### config.mk
export PLATFORM = sky130hd
export DESIGN_NAME = instr_fetch_seq
export DESIGN_NICKNAME = d
export VERILOG_FILES = /design/src/rtl/instr_fetch_seq.sv
export SDC_FILE = /design/constraint.sdc
export NUM_CORES = 1
export LEC_CHECK = 0
export BUFFER_PORTS_ARGS = -buffer_cell sky130_fd_sc_hd__buf_2
export CORE_MARGIN = 4
export CORE_UTILIZATION = 45
export CTS_CLUSTER_DIAMETER = 100
export CTS_CLUSTER_SIZE = 40
export DETAILED_ROUTE_END_ITERATION = 12
export GPL_ROUTABILITY_DRIVEN = 1
export PLACE_DENSITY = 0.66
export SLEW_MARGIN = 40
export SYNTH_ARGS = -nofsm -noshare
export SYNTH_HDL_FRONTEND = slang
export SYNTH_SLANG_ARGS = --single-unit
### constraint.sdc
create_clock -name clk -period 5.04 [get_ports clk]
set_input_delay 0.756 -clock clk [delete_from_list [all_inputs] [get_ports clk]]
set_output_delay 0.756 -clock clk [all_outputs]
set_load 0.01 [all_outputs]
### src/rtl/instr_fetch_seq.sv
// -----------------------------------------------------------------------------
// instr_fetch_seq
//   Sequential instruction fetch unit. Reads INSTR_BYTES consecutive bytes from
//   a synchronous instruction ROM (one-cycle read latency), assembles them into
//   one wide word (first byte in the MSBs) and offers it to the decoder with a
//   valid/ready handshake. Keeps a program counter, accepts jumps, stops on a
//   HALT opcode and flags (sticky) any fetch that would run past the ROM end.
//
// Ports
//   clk          rising-edge clock
//   rst_n        asynchronous active-low reset
//   start        pulse: leave IDLE/HALTED and fetch at the current PC
//   jmp_valid    load PC with jmp_addr, aborting any fetch (highest priority)
//   jmp_addr     jump target byte address
//   rom_cs       ROM read enable
//   rom_addr     ROM byte address
//   rom_data     ROM read data, valid the cycle after rom_cs/rom_addr
//   instr        assembled instruction, byte at instr_pc in the MSBs
//   instr_pc     address of the first byte of instr
//   instr_valid  instr/instr_pc valid
//   instr_ready  decoder accepts instr
//   halted       HALT instruction fetched and delivered
//   err          sticky: an instruction would run past the ROM end
// -----------------------------------------------------------------------------
module instr_fetch_seq #(
  parameter int         ADDR_W      = 6,
  parameter int         DATA_W      = 8,
  parameter int         INSTR_BYTES = 3,
  parameter logic [3:0] HALT_OP     = 4'b1111,
  parameter int         RESET_PC    = 0
) (
  input  logic                          clk,
  input  logic                          rst_n,
  input  logic                          start,
  input  logic                          jmp_valid,
  input  logic [ADDR_W-1:0]             jmp_addr,
  output logic                          rom_cs,
  output logic [ADDR_W-1:0]             rom_addr,
  input  logic [DATA_W-1:0]             rom_data,
  output logic [INSTR_BYTES*DATA_W-1:0] instr,
  output logic [ADDR_W-1:0]             instr_pc,
  output logic                          instr_valid,
  input  logic                          instr_ready,
  output logic                          halted,
  output logic                          err
);

  localparam int INSTR_W = INSTR_BYTES * DATA_W;
  // PC carries one extra bit so "one past the last byte" is representable
  // (e.g. after a HALT in the final slot) and never silently wraps to 0.
  localparam int PC_W    = ADDR_W + 1;
  localparam int SUM_W   = ADDR_W + 2;
  localparam int CNT_W   = $clog2(INSTR_BYTES + 1);

  typedef enum logic [2:0] {
    IDLE   = 3'd0,
    FETCH  = 3'd1,
    DRAIN  = 3'd2,
    VALID  = 3'd3,
    HALTED = 3'd4,
    ERROR  = 3'd5
  } state_t;

  // True when a whole instruction starting at pc lies inside the ROM.
  function automatic logic fits(input logic [PC_W-1:0] pc);
    logic [SUM_W-1:0] end_s;
    end_s = SUM_W'(pc) + SUM_W'(INSTR_BYTES);
    return (end_s <= (SUM_W'(1) << ADDR_W));
  endfunction

  state_t               state_r, state_s;
  logic [PC_W-1:0]      pc_r, pc_s;
  logic [CNT_W-1:0]     cnt_r, cnt_s;
  logic [INSTR_W-1:0]   buf_r, buf_s;
  logic                 rom_cs_r, rom_cs_s;
  logic [ADDR_W-1:0]    rom_addr_r, rom_addr_s;
  logic [INSTR_W-1:0]   instr_r, instr_s;
  logic [ADDR_W-1:0]    instr_pc_r, instr_pc_s;
  logic                 instr_valid_r, instr_valid_s;
  logic                 halted_r, halted_s;
  logic                 err_r, err_s;

  logic [PC_W-1:0]      pc_inc_s;
  logic [PC_W-1:0]      jmp_pc_s;
  logic                 is_halt_s;

  assign pc_inc_s  = pc_r + PC_W'(INSTR_BYTES);
  assign jmp_pc_s  = {1'b0, jmp_addr};
  assign is_halt_s = (instr_r[INSTR_W-1 -: 4] == HALT_OP);

  // Next-state and next-value logic for the whole fetch sequencer.
  always_comb begin
    state_s       = state_r;
    pc_s          = pc_r;
    cnt_s         = cnt_r;
    buf_s         = buf_r;
    rom_cs_s      = 1'b0;
    rom_addr_s    = rom_addr_r;
    instr_s       = instr_r;
    instr_pc_s    = instr_pc_r;
    instr_valid_s = instr_valid_r;
    halted_s      = halted_r;
    err_s         = err_r;

    if (jmp_valid) begin
      // A jump discards any partial or unaccepted instruction; the stale byte
      // still arriving from the ROM lands while cnt is 0 and is not captured.
      pc_s          = jmp_pc_s;
      cnt_s         = {CNT_W{1'b0}};
      buf_s         = {INSTR_W{1'b0}};
      instr_valid_s = 1'b0;
      case (state_r)
        FETCH, DRAIN, VALID: begin
          if (fits(jmp_pc_s)) begin
            state_s    = FETCH;
            rom_cs_s   = 1'b1;
            rom_addr_s = jmp_addr;
          end else begin
            state_s = ERROR;
            err_s   = 1'b1;
          end
        end
        HALTED: begin
          state_s = HALTED;
        end
        IDLE, ERROR: begin
          state_s = IDLE;
          err_s   = 1'b0;
        end
        default: begin
          state_s = IDLE;
          err_s   = 1'b0;
        end
      endcase
    end else begin
      case (state_r)
        IDLE, HALTED: begin
          if (start) begin
            halted_s = 1'b0;
            cnt_s    = {CNT_W{1'b0}};
            if (fits(pc_r)) begin
              state_s    = FETCH;
              rom_cs_s   = 1'b1;
              rom_addr_s = pc_r[ADDR_W-1:0];
            end else begin
              state_s = ERROR;
              err_s   = 1'b1;
            end
          end else begin
            state_s = state_r;
          end
        end
        FETCH: begin
          // Data for the address issued at cnt-1 is on rom_data now.
          if (cnt_r != {CNT_W{1'b0}}) begin
            buf_s = {buf_r[INSTR_W-DATA_W-1:0], rom_data};
          end else begin
            buf_s = buf_r;
          end
          if (cnt_r == CNT_W'(INSTR_BYTES - 1)) begin
            state_s = DRAIN;
          end else begin
            cnt_s      = cnt_r + CNT_W'(1);
            rom_cs_s   = 1'b1;
            rom_addr_s = rom_addr_r + ADDR_W'(1);
          end
        end
        DRAIN: begin
          instr_s       = {buf_r[INSTR_W-DATA_W-1:0], rom_data};
          instr_pc_s    = pc_r[ADDR_W-1:0];
          instr_valid_s = 1'b1;
          state_s       = VALID;
        end
        VALID: begin
          if (instr_ready) begin
            instr_valid_s = 1'b0;
            pc_s          = pc_inc_s;
            cnt_s         = {CNT_W{1'b0}};
            if (is_halt_s) begin
              state_s  = HALTED;
              halted_s = 1'b1;
            end else if (fits(pc_inc_s)) begin
              state_s    = FETCH;
              rom_cs_s   = 1'b1;
              rom_addr_s = pc_inc_s[ADDR_W-1:0];
            end else begin
              state_s = ERROR;
              err_s   = 1'b1;
            end
          end else begin
            state_s = VALID;
          end
        end
        ERROR: begin
          state_s = ERROR;
          err_s   = 1'b1;
        end
        default: begin
          state_s = IDLE;
        end
      endcase
    end
  end

  // FSM state register.
  always_ff @(posedge clk or negedge rst_n) begin
    if (!rst_n) begin
      state_r <= IDLE;
    end else begin
      state_r <= state_s;
    end
  end

  // Datapath and registered output state.
  always_ff @(posedge clk or negedge rst_n) begin
    if (!rst_n) begin
      pc_r          <= PC_W'(RESET_PC);
      cnt_r         <= {CNT_W{1'b0}};
      buf_r         <= {INSTR_W{1'b0}};
      rom_cs_r      <= 1'b0;
      rom_addr_r    <= {ADDR_W{1'b0}};
      instr_r       <= {INSTR_W{1'b0}};
      instr_pc_r    <= {ADDR_W{1'b0}};
      instr_valid_r <= 1'b0;
      halted_r      <= 1'b0;
      err_r         <= 1'b0;
    end else begin
      pc_r          <= pc_s;
      cnt_r         <= cnt_s;
      buf_r         <= buf_s;
      rom_cs_r      <= rom_cs_s;
      rom_addr_r    <= rom_addr_s;
      instr_r       <= instr_s;
      instr_pc_r    <= instr_pc_s;
      instr_valid_r <= instr_valid_s;
      halted_r      <= halted_s;
      err_r         <= err_s;
    end
  end

  assign rom_cs      = rom_cs_r;
  assign rom_addr    = rom_addr_r;
  assign instr       = instr_r;
  assign instr_pc    = instr_pc_r;
  assign instr_valid = instr_valid_r;
  assign halted      = halted_r;
  assign err         = err_r;

endmodule

==> summary.txt, run 1 <==
Power and ir drop
  – Power Total: roughly 2 mW
  – Sw Ratio: 37.9%
  – Int Power: 1.26 mW
  – Max VDD drop: 0.000239 V
  – Net Switching: 769 uW
  – Clk pwr share: ~23%
  – LEAKAGE: 1.95 nW
  – Seq pwr share: between 40% and 50%
  – Logic pwr share: 36.6%
  – Pwr dens: 481 nW/um^2

Clock tree
  – CTS tree: yes
  – CTS Buffer Depth: 2
  – Post-CTS Setup Bufs: 0
  – Clock root cell: clkbuf_8
  – Clock Sinks: 68
  – CTS Buf Count: 9
  – Max H-tree Level: 3
  – Cts repair resizes: 0
  – Worst skew pair latency: 0.35 ns
  – Clock transition at the registers of the reported paths: approximately 0.080 ns
  – Hold-fix buffers, CTS: 0

Logic synthesis
  – Distinct cells, synth: 58
  – Syn_nets: 397
  – Yosys warning count: 0
  – Post-synthesis sequential area ratio: 46.5%
  – Dominant cells by area after synthesis: dfrtp_1 (47%), mux2_2 (11%), nand2_1 (5.1%)
  – Synth Register Bits: 68
  – Count leader, synth: dfrtp_1
  – Most instantiated cells after synthesis: dfrtp_1 (68), nand2_1 (50), mux2_2 (36)
  – Synth Area per Inst: around 9.9 um^2
  – Post-synth EDFFs: 0
  – Area of the mapped netlist: 3660 um^2
  – Area leader, netlist: dfrtp_1
  – Synthesized instance count: 369
  – Primary FF master, synth: dfrtp_1
  – Async SR Flop Fraction: between 90% and 100%
  – Post-synth top area share: 46.5%

Worst setup path
  – Startpoint types: register
  – Worst Path Arrival: around 3.3 ns
  – CP Data Required Time: 5.27 ns
  – Critical Path Sink Type: register
  – Maximum fanout along the worst path: 10
  – Kind of critical path: reg2reg

Routing
  – WL final: 8350 um
  – WL per Instance: about 16 um
  – DRC Markers: 0
  – DRT iter0 DRCs: around 140
  – Vias per cell: roughly 5.5
  – Post-route ant nets: 0
  – Vias: between 2000 and 3000
  – Pre-antenna DRT Iters: 4

Floorplan
  – Rows: 32
  – Ports: 59
  – Core ar.: 7810 um^2
  – Vert. Die Dim: 98.2 um
  – Starting density of the core: a little under half
  – Full die area: 9630 um^2
  – Die Span X: 98.2 um

Layout
  – Finished Layout Cells: between 500 and 600
  – Ratio of cells with drive above 1 in the final layout: a little under 30%
  – Final nets: about 450
  – Area delta synth->final: 15.3%
  – Diode count: 0

STA
  – RSZ-0062 raised after global routing: false
  – Clock skew: ~0.013 ns
  – Period minus WS final: 3.03 ns
  – Slew @ Worst Pin: 0.720 ns
  – Post-route setup TNS: 0 ns
  – Fin crit share: 60.2%
  – Slew margin rel.: between 50% and 60%
  – Fin. max-slew vios: 0
  – Achievable frequency: around 0.33 GHz
  – Hold Fails Final Rpt: 0
  – Final setup fails: 0

GRT
  – Grt ovf: 0
  – Gr usage total: 18.2%
  – Largest net degree at the start of global routing: 50
  – M2 GR Usage: 26.8%
  – Initial antenna violation count: 0
  – GR met3 Demand/Resource: 4.21%
  – Met1 GRT Util: between 20% and 30%
  – Vias in the first global route: 2817
  – First-pass GRT wire length: 14200 um
  – GRT Max-Usage Layer: met2

Placed design
  – Port Buf Inserts: between 50 and 60
  – DP Cell Count: 508
  – Final GP Congestion: between 0.8 and 0.9
  – HPWL after DPL: 6000 um

Flow run
  – Maxcap violations: 0

Min path
  – Tightest Hold Check Type: in2async

Run status
  – Outcome: completed
[worst max-delay path: stages, from the launching register on]
cell	delay [ns]
dfrtp_1	0.54
inv_1	0.17
ha_1	0.32
nand3b_4	0.22
xnor2_1	0.21
nor4b_1	0.46
a221oi_2	0.19
o21ai_2	0.42
mux2_2	0.38
[final timing paths]
kind                        startpoint           to  slack, ns  cells past startpoint
max                            pc_r[0]  rom_addr[2]       2.01                      8
min reg2reg                instr_pc[3]  instr_pc[3]       0.50                      1
min                              rst_n  instr_pc[5]       0.37                      1
max reg2reg                    pc_r[0]  rom_addr[2]       2.01                      8
min in group clk           instr_pc[3]  instr_pc[3]       0.50                      1
max in group asynchronous        rst_n    instr[23]       3.91                      2
[power by group through the flow]
stage | clock network, mW | registers, mW | logic [mW]
final | 0.465 | 0.820 | 0.743
after global routing | 0.505 | 0.843 | 0.837
after CTS | 0.480 | 0.820 | 0.752
after detailed placement | 0 | 0.830 | 0.750
after global placement | 0 | 0.825 | 0.736
after floorplan | 0 | 0.821 | 0.516
[cell families (layout without fill, tap and decap cells)]
| logic type | Yosys count | count (layout) | synth area share (%) |
|---|---|---|---|
| AND/OR/NAND/NOR | 117 | 117 | 15.4 |
| AO/OA/AOI/OAI | 89 | 89 | 16.1 |
| flip-flops | 68 | 68 | 46.5 |
| multiplexers | 38 | 38 | 11.6 |
| buffers and inverters | 32 | 85 | 3.42 |
| XOR/XNOR | 16 | 16 | 3.83 |
| adder cells (fa/ha/maj) | 9 | 9 | 3.08 |
[metal layers]
layer | vias to the layer above | wire length, um
li1 | 1413 | -
met1 | 1408 | 4110
met2 | 62 | 3780
met3 | 12 | 287
met4 | 0 | 180
met5 | - | 0
[through the flow]
stage / utilization [%] / cell area (um^2) / worst slack [ns] / hold WS (ns)
after floorplan: - / 3660 / 2.46 / 0.460
after CTS: 54.0 / 4210 / 2.04 / 0.389
final: 54.0 / 4220 / 2.01 / 0.371
after global routing: 54.0 / 4220 / 1.80 / 0.411
after detailed placement: 51.3 / 4010 / 2.09 / 0.490
after global placement: 51.3 / 4000 / 2.11 / 0.485
[state kept, by name, indices dropped and copies added, names as in the netlist, 2 cells and up]
register	count
buf_r	16
cnt_r	2
instr	24
instr_pc	6
pc_r	7
rom_addr	6
state_r	3
[cell usage in the layout, fill, tap and decap left out, drive strengths merged, types with 3 or more instances in the layout]
cell	synthesis	final
a211oi	6	6
mux2	36	36
dfrtp	68	68
and3	3	3
xor2	3	3
xnor2	13	13
nand4b	3	3
a221oi	4	4
inv	8	12
o31ai	3	3
a21oi	36	36
nor2	23	23
nor3	8	8
buf	7	60
nand2b	3	3
nand2	50	50
nand3b	3	3
a31oi	3	3
ha	9	9
nor2b	3	3
o21ai	16	16
clkbuf	16	9
a211o	3	3
nand3	9	9
[layout make-up]
cell class	instances	area, um^2
Clock buffer	9	124
Clock inverter	7	80.1
Fill cell	710	3590
Inverter	9	33.8
Multi-Input combinational cell	269	1840
Sequential cell	68	1700
Tap cell	102	128
Timing Repair Buffer	60	310
No activity file was read; power rests on OpenSTA's default activity.
==> run 2, diff against run 1 <==
==> constraint.sdc (replaced) <==
create_clock -name clk -period 2.8 [get_ports clk]
set_input_delay 0.42 -clock clk [delete_from_list [all_inputs] [get_ports clk]]
set_output_delay 0.42 -clock clk [all_outputs]
set_load 0.01 [all_outputs]
==> summary.txt, run 2 (synthesized netlist as in run 1, its figures left out) <==
Worst setup path
  – Startpoint types: register
  – Worst Path Arrival: 2.83 ns (-0.44 ns)
  – CP Data Required Time: 3.04 ns (-2.23 ns)
  – Kind of critical path: reg2reg
  – Critical Path Sink Type: register
  – Maximum fanout along the worst path: 7 (-3)

Floorplan
  – Starting density of the core: 46.8% (unchanged)
  – Rows: 32 (unchanged)
  – Die Span X: 98.2 um (unchanged)
  – Vert. Die Dim: 98.2 um (unchanged)
  – Ports: 59 (unchanged)
  – Full die area: 9630 um^2 (unchanged)
  – Core ar.: 7810 um^2 (unchanged)

GRT
  – Largest net degree at the start of global routing: 69 (+38%)
  – GRT Max-Usage Layer: met2
  – Met1 GRT Util: 28.1% (+1.5 points)
  – Vias in the first global route: 2953 (+4.8%)
  – First-pass GRT wire length: 15300 um (+8.2%)
  – Initial antenna violation count: 0 (unchanged)
  – Grt ovf: 0 (unchanged)
  – Gr usage total: 19.9% (+1.6 points)
  – M2 GR Usage: 30.2% (+3.4 points)
  – GR met3 Demand/Resource: 4.57% (+0.36 points)

Layout
  – Diode count: 0 (unchanged)
  – Largest register FFs: 24 (unchanged)
  – Commonest non-fill, non-tap cell in the layout: dfrtp_1
  – Ratio of cells with drive above 1 in the final layout: 31.0% (+1.9 points)
  – Most frequent cells in the layout: dfrtp_1 (68), buf_2 (58), nand2_1 (50)
  – Area delta synth->final: 17.3%
  – FILL cells: 723 (+1.8%)
  – Design area: 4290 um^2 (+1.8%)
  – Final nets: 458 (+2.9%)

Clock tree
  – CTS Buf Count: 9 (unchanged)
  – Max H-tree Level: 3 (unchanged)
  – CTS tree: yes
  – Worst skew pair latency: 0.35 ns (about the same)
  – Hold-fix buffers, CTS: 0 (unchanged)
  – CTS Buffer Depth: 2 (unchanged)
  – Clock root cell: clkbuf_8
  – Clock transition at the registers of the reported paths: 0.08 ns (about the same)
  – Clock Sinks: 68 (unchanged)

STA
  – Slew @ Worst Pin: 0.627 ns (-0.0921 ns)
  – Slew margin rel.: 58.2% (+6.1 points)
  – Final setup fails: 0 (unchanged)
  – Clock skew: 0.0151 ns (+0.00241 ns)
  – Hold Fails Final Rpt: 0 (unchanged)
  – Achievable frequency: 0.386 GHz (+17%)
  – Period minus WS final: 2.59 ns (-0.442 ns)
  – Fin. max-slew vios: 0 (unchanged)
  – Fin crit share: 92.6% (+32 points)

Routing
  – Vias per cell: 5.48 (-0.74%)
  – Vias: 2945 (+1.7%)
  – WL per Instance: 17.0 um (+6.6%)
  – Post-route ant nets: 0 (unchanged)
  – DRC Markers: 0 (unchanged)
  – WL final: 9120 um (+9.2%)
  – DRT iter0 DRCs: 107 (-21%)
  – Pre-antenna DRT Iters: 4 (unchanged)

Placed design
  – Port Buf Inserts: 58 (unchanged)
  – Final GP Congestion: 0.928 (+7.6%)
  – Placed cell area: 4110 um^2 (+2.4%)
  – HPWL after DPL: 6550 um (+9.3%)

Run status
  – Outcome: completed

Power and ir drop
  – Pwr dens: 845 nW/um^2 (+76%)
  – LEAKAGE: 2.00 nW (+2.9%)
  – Power Total: 3.62 mW (+79%)
  – Max VDD drop: 0.000589 V (+150%)

Min path
  – Tightest Hold Check Type: in2async

Flow run
  – Maxcap violations: 0 (unchanged)
## run 2: final cells by class
type	count	area, um^2	area share [%]
multi-input cells	269	1840	43.0
flip-flops and latches	68	1700	39.7
repair buffers	73	407	9.48
well taps	102	128	2.98
clock buffers	9	124	2.89
clock inverters	7	52.6	1.23
inverters	9	33.8	0.788
## run 2: final timing paths
path	startpoint	end	slack, ns	depth (start not counted)
setup reg to reg	pc_r[1]	rom_addr[5]	0.21	8
min in group clk	rom_data[6]	buf_r[6]	0.30	3
hold / removal	rst_n	instr_pc[3]	0.14	2
hold reg to reg	instr[19]	instr[19]	0.50	1
setup / recovery	pc_r[1]	rom_addr[5]	0.21	8
max in group asynchronous	rst_n	instr_valid	2.20	2
## run 2: metal layers
layer / part of all wire [%] / wire [um]
met4: 1.6 / 147
met3: 5.3 / 481
met2: 46 / 4180
met5: 0 / 0
met1: 47 / 4320
## run 2: per-stage QoR
stage	std cells	hold slack [ns]	setup slack (ns)	setup TNS, ns	utilization, %
after floorplan	369	0.124	0.223	0	-
after global placement	521	0.483	0.208	0	52.5
after detailed placement	521	0.489	0.179	0	52.6
after CTS	537	0.174	0.152	0	54.8
after global routing	537	0.176	-0.00333	-0.00333	54.9
final	537	0.142	0.208	0	54.9
## run 2: worst max-delay path, cell delays in order, from the launching register on
cell and delay (ns):
dfrtp_1 0.44, inv_1 0.12, ha_1 0.25, a21o_2 0.27, a221oi_4 0.29, mux2i_1 0.12
a221oi_2 0.47, o21ai_4 0.18, a211o_2 0.33
## run 2: what timing repair did
item | in CTS | in global routing
setup endpoints to repair | 0 | 5
resized for setup | 0 | 1
setup buffers | 0 | 0
## run 2: where the power goes
group	leakage, nW	switching, mW	internal [mW]
sequential	0.892	0.225	1.22
combinational	1.02	0.778	0.665
clock	0.0896	0.409	0.325
total	2.00	1.41	2.21
==> run 3, diff against run 2 <==
--- a/config.mk
+++ b/config.mk
@@ -5,14 +5,18 @@
 export SDC_FILE = /design/constraint.sdc
 export NUM_CORES = 1
 export LEC_CHECK = 0
+export ABC_CLOCK_PERIOD_IN_PS = 2800
 export BUFFER_PORTS_ARGS = -buffer_cell sky130_fd_sc_hd__buf_2
+export CELL_PAD_IN_SITES_DETAIL_PLACEMENT = 0
+export CELL_PAD_IN_SITES_GLOBAL_PLACEMENT = 1
 export CORE_MARGIN = 4
-export CORE_UTILIZATION = 45
+export CORE_UTILIZATION = 44
 export CTS_CLUSTER_DIAMETER = 100
 export CTS_CLUSTER_SIZE = 40
 export DETAILED_ROUTE_END_ITERATION = 12
 export GPL_ROUTABILITY_DRIVEN = 1
-export PLACE_DENSITY = 0.66
+export MAX_ROUTING_LAYER = met4
+export PLACE_DENSITY_LB_ADDON = 0.1
 export SLEW_MARGIN = 40
 export SYNTH_ARGS = -nofsm -noshare
 export SYNTH_HDL_FRONTEND = slang
==> summary.txt, run 3 (synthesized netlist as in run 1, its figures left out) <==
Run status
  – Outcome: completed

STA
  – Period minus WS final: 2.61 ns (+0.0173 ns)
  – Post-route setup slack: 0.191 ns (-0.0173 ns)
  – Final setup fails: 0 (unchanged)
  – Slew margin rel.: 57.9% (-0.22 points)
  – Achievable frequency: 0.383 GHz (-0.67%)
  – Post-route setup TNS: 0 ns (unchanged)
  – Fin. max-slew vios: 0 (unchanged)
  – RSZ-0062 raised after global routing: false
  – Fin crit share: 93.2% (+0.62 points)
  – Clock skew: 0.00899 ns (-0.00612 ns)
  – Worst hold slack: 0.0865 ns (-0.0557 ns)
  – Slew @ Worst Pin: 0.631 ns (+0.00337 ns)
  – Hold Fails Final Rpt: 0 (unchanged)

Routing
  – Vias per cell: 5.49 (+0.17%)
  – Vias: 2961 (+0.54%)
  – WL final: 9220 um (+1.1%)
  – DRT iter0 DRCs: 128 (+20%)
  – Pre-antenna DRT Iters: 5 (+1)
  – WL per Instance: 17.1 um (+0.69%)
  – Post-route ant nets: 0 (unchanged)
  – DRC Markers: 0 (unchanged)

Worst setup path
  – CP bufs+invs: 1 (unchanged)
  – Critical path's slowest cell: dfrtp_1
  – Family with the most delay on the worst path: compound AO/OA/AOI/OAI gates
  – CP Data Required Time: 3.03 ns (about the same)
  – Worst Path Arrival: 2.84 ns (about the same)
  – Startpoint types: register
  – Critical Path Sink Type: register
  – CP max stage delay: 0.43 ns (-0.04 ns)
  – Maximum fanout along the worst path: 7 (unchanged)
  – Crit-path cells: inv_1, ha_1, a21oi_4, xnor2_1, nor4b_1, a221oi_2, o21ai_4, mux2_2
  – Kind of critical path: reg2reg

Min path
  – Tightest Hold Check Type: in2async

Layout
  – Design area: 4310 um^2 (+0.41%)
  – Commonest non-fill, non-tap cell in the layout: dfrtp_1
  – Area of the multi-input gates: 1850 um^2 (+0.41%)
  – Ratio of cells with drive above 1 in the final layout: 31.4% (+0.32 points)
  – FILL cells: 734 (+1.5%)
  – Final nets: 460 (+0.44%)
  – Most frequent cells in the layout: dfrtp_1 (68), buf_2 (58), nand2_1 (50)
  – FF/Latch Area: 1700 um^2 (unchanged)
  – Largest register FFs: 24 (unchanged)
  – Diode count: 0 (unchanged)
  – Area delta synth->final: 17.8%

Floorplan
  – Die Span X: 99.2 um (+1.0%)
  – Rows: 32 (unchanged)
  – Starting density of the core: 46.4% (-0.48 points)
  – Vert. Die Dim: 99.2 um (+1.0%)
  – Core ar.: 7890 um^2 (+1.0%)
  – Full die area: 9830 um^2 (+2.1%)
  – Ports: 59 (unchanged)

Clock tree
  – Cts repair resizes: 0 (unchanged)
  – Max H-tree Level: 3 (unchanged)
  – CTS tree: yes
  – Hold-fix buffers, CTS: 0 (unchanged)
  – Clock Sinks: 68 (unchanged)
  – Clock transition at the registers of the reported paths: 0.08 ns (about the same)
  – CTS Buffer Depth: 2 (unchanged)
  – Post-CTS Setup Bufs: 0 (unchanged)
  – CTS Buf Count: 9 (unchanged)
  – Clock root cell: clkbuf_8
  – Worst skew pair latency: 0.35 ns (about the same)

GRT
  – Grt ovf: 0 (unchanged)
  – First-pass GRT wire length: 15300 um (-0.54%)
  – Largest net degree at the start of global routing: 31 (-55%)
  – Initial antenna violation count: 0 (unchanged)
  – Vias in the first global route: 2929 (-0.81%)
  – Gr usage total: 20.1% (+0.22 points)

Power and ir drop
  – Max VDD drop: 0.000407 V (-31%)
  – Pwr dens: 846 nW/um^2 (about the same)
  – LEAKAGE: 2.01 nW (+0.30%)

Placed design
  – HPWL after DPL: 6680 um (+2.0%)
  – Placed cell area: 4120 um^2 (+0.27%)
  – DP Worst Slack: 0.0861 ns (-0.0925 ns)
  – Port Buf Inserts: 58 (unchanged)
  – Final GP Congestion: 0.941 (+1.4%)

Flow run
  – Maxcap violations: 0 (unchanged)
==> run 3: changes by cell type in the layout (fill, tap and decap cells not counted) <==
cell,delta
buf_4,+3
a21oi_2,-1
a21oi_4,+1
buf_6,-1
clkinv_4,-1
clkinvlp_4,+1
==> run 3: path summary, 6_finish.rpt <==
kind	startpoint	to	slack (ns)	depth (start not counted)
max in group asynchronous	rst_n	instr_valid	2.06	2
max	pc_r[1]	rom_addr[0]	0.19	8
min reg2reg	instr[12]	instr[12]	0.51	1
max reg2reg	pc_r[1]	rom_addr[0]	0.19	8
min	rst_n	halted	0.09	1
min in group clk	rom_data[4]	buf_r[4]	0.31	3
==> run 3: layout make-up <==
type | instances | area share (%)
Sequential cell | 68 | 39.5
Multi-Input combinational cell | 269 | 43.0
Tap cell | 102 | 2.96
Timing Repair Buffer | 75 | 9.70
Inverter | 9 | 0.784
Clock inverter | 7 | 1.19
Clock buffer | 9 | 2.88
==> run 3: layer usage <==
layer	wire length, um	vias up	GRT usage, %	share of wire (%)
met1	4450	1429	28.3	48
met2	4180	85	29.2	45
met5	0	-	-	0
met3	442	10	4.35	4.8
li1	-	1437	-	-
met4	141	0	5.88	1.5
==> run 3: per-stage QoR <==
step / power [mW] / std cells / util [%]
after floorplan: 2.41 / 369 / -
after global placement: 2.90 / 523 / 52.2
after detailed placement: 2.92 / 523 / 52.2
after CTS: 3.67 / 539 / 54.4
after global routing: 3.91 / 539 / 54.6
final: 3.64 / 539 / 54.6
==> run 3: report_power, final <==
group / internal [mW] / switching [mW]
Clock: 0.324 / 0.409
Sequential: 1.22 / 0.234
Combinational: 0.667 / 0.786
Total: 2.21 / 1.43
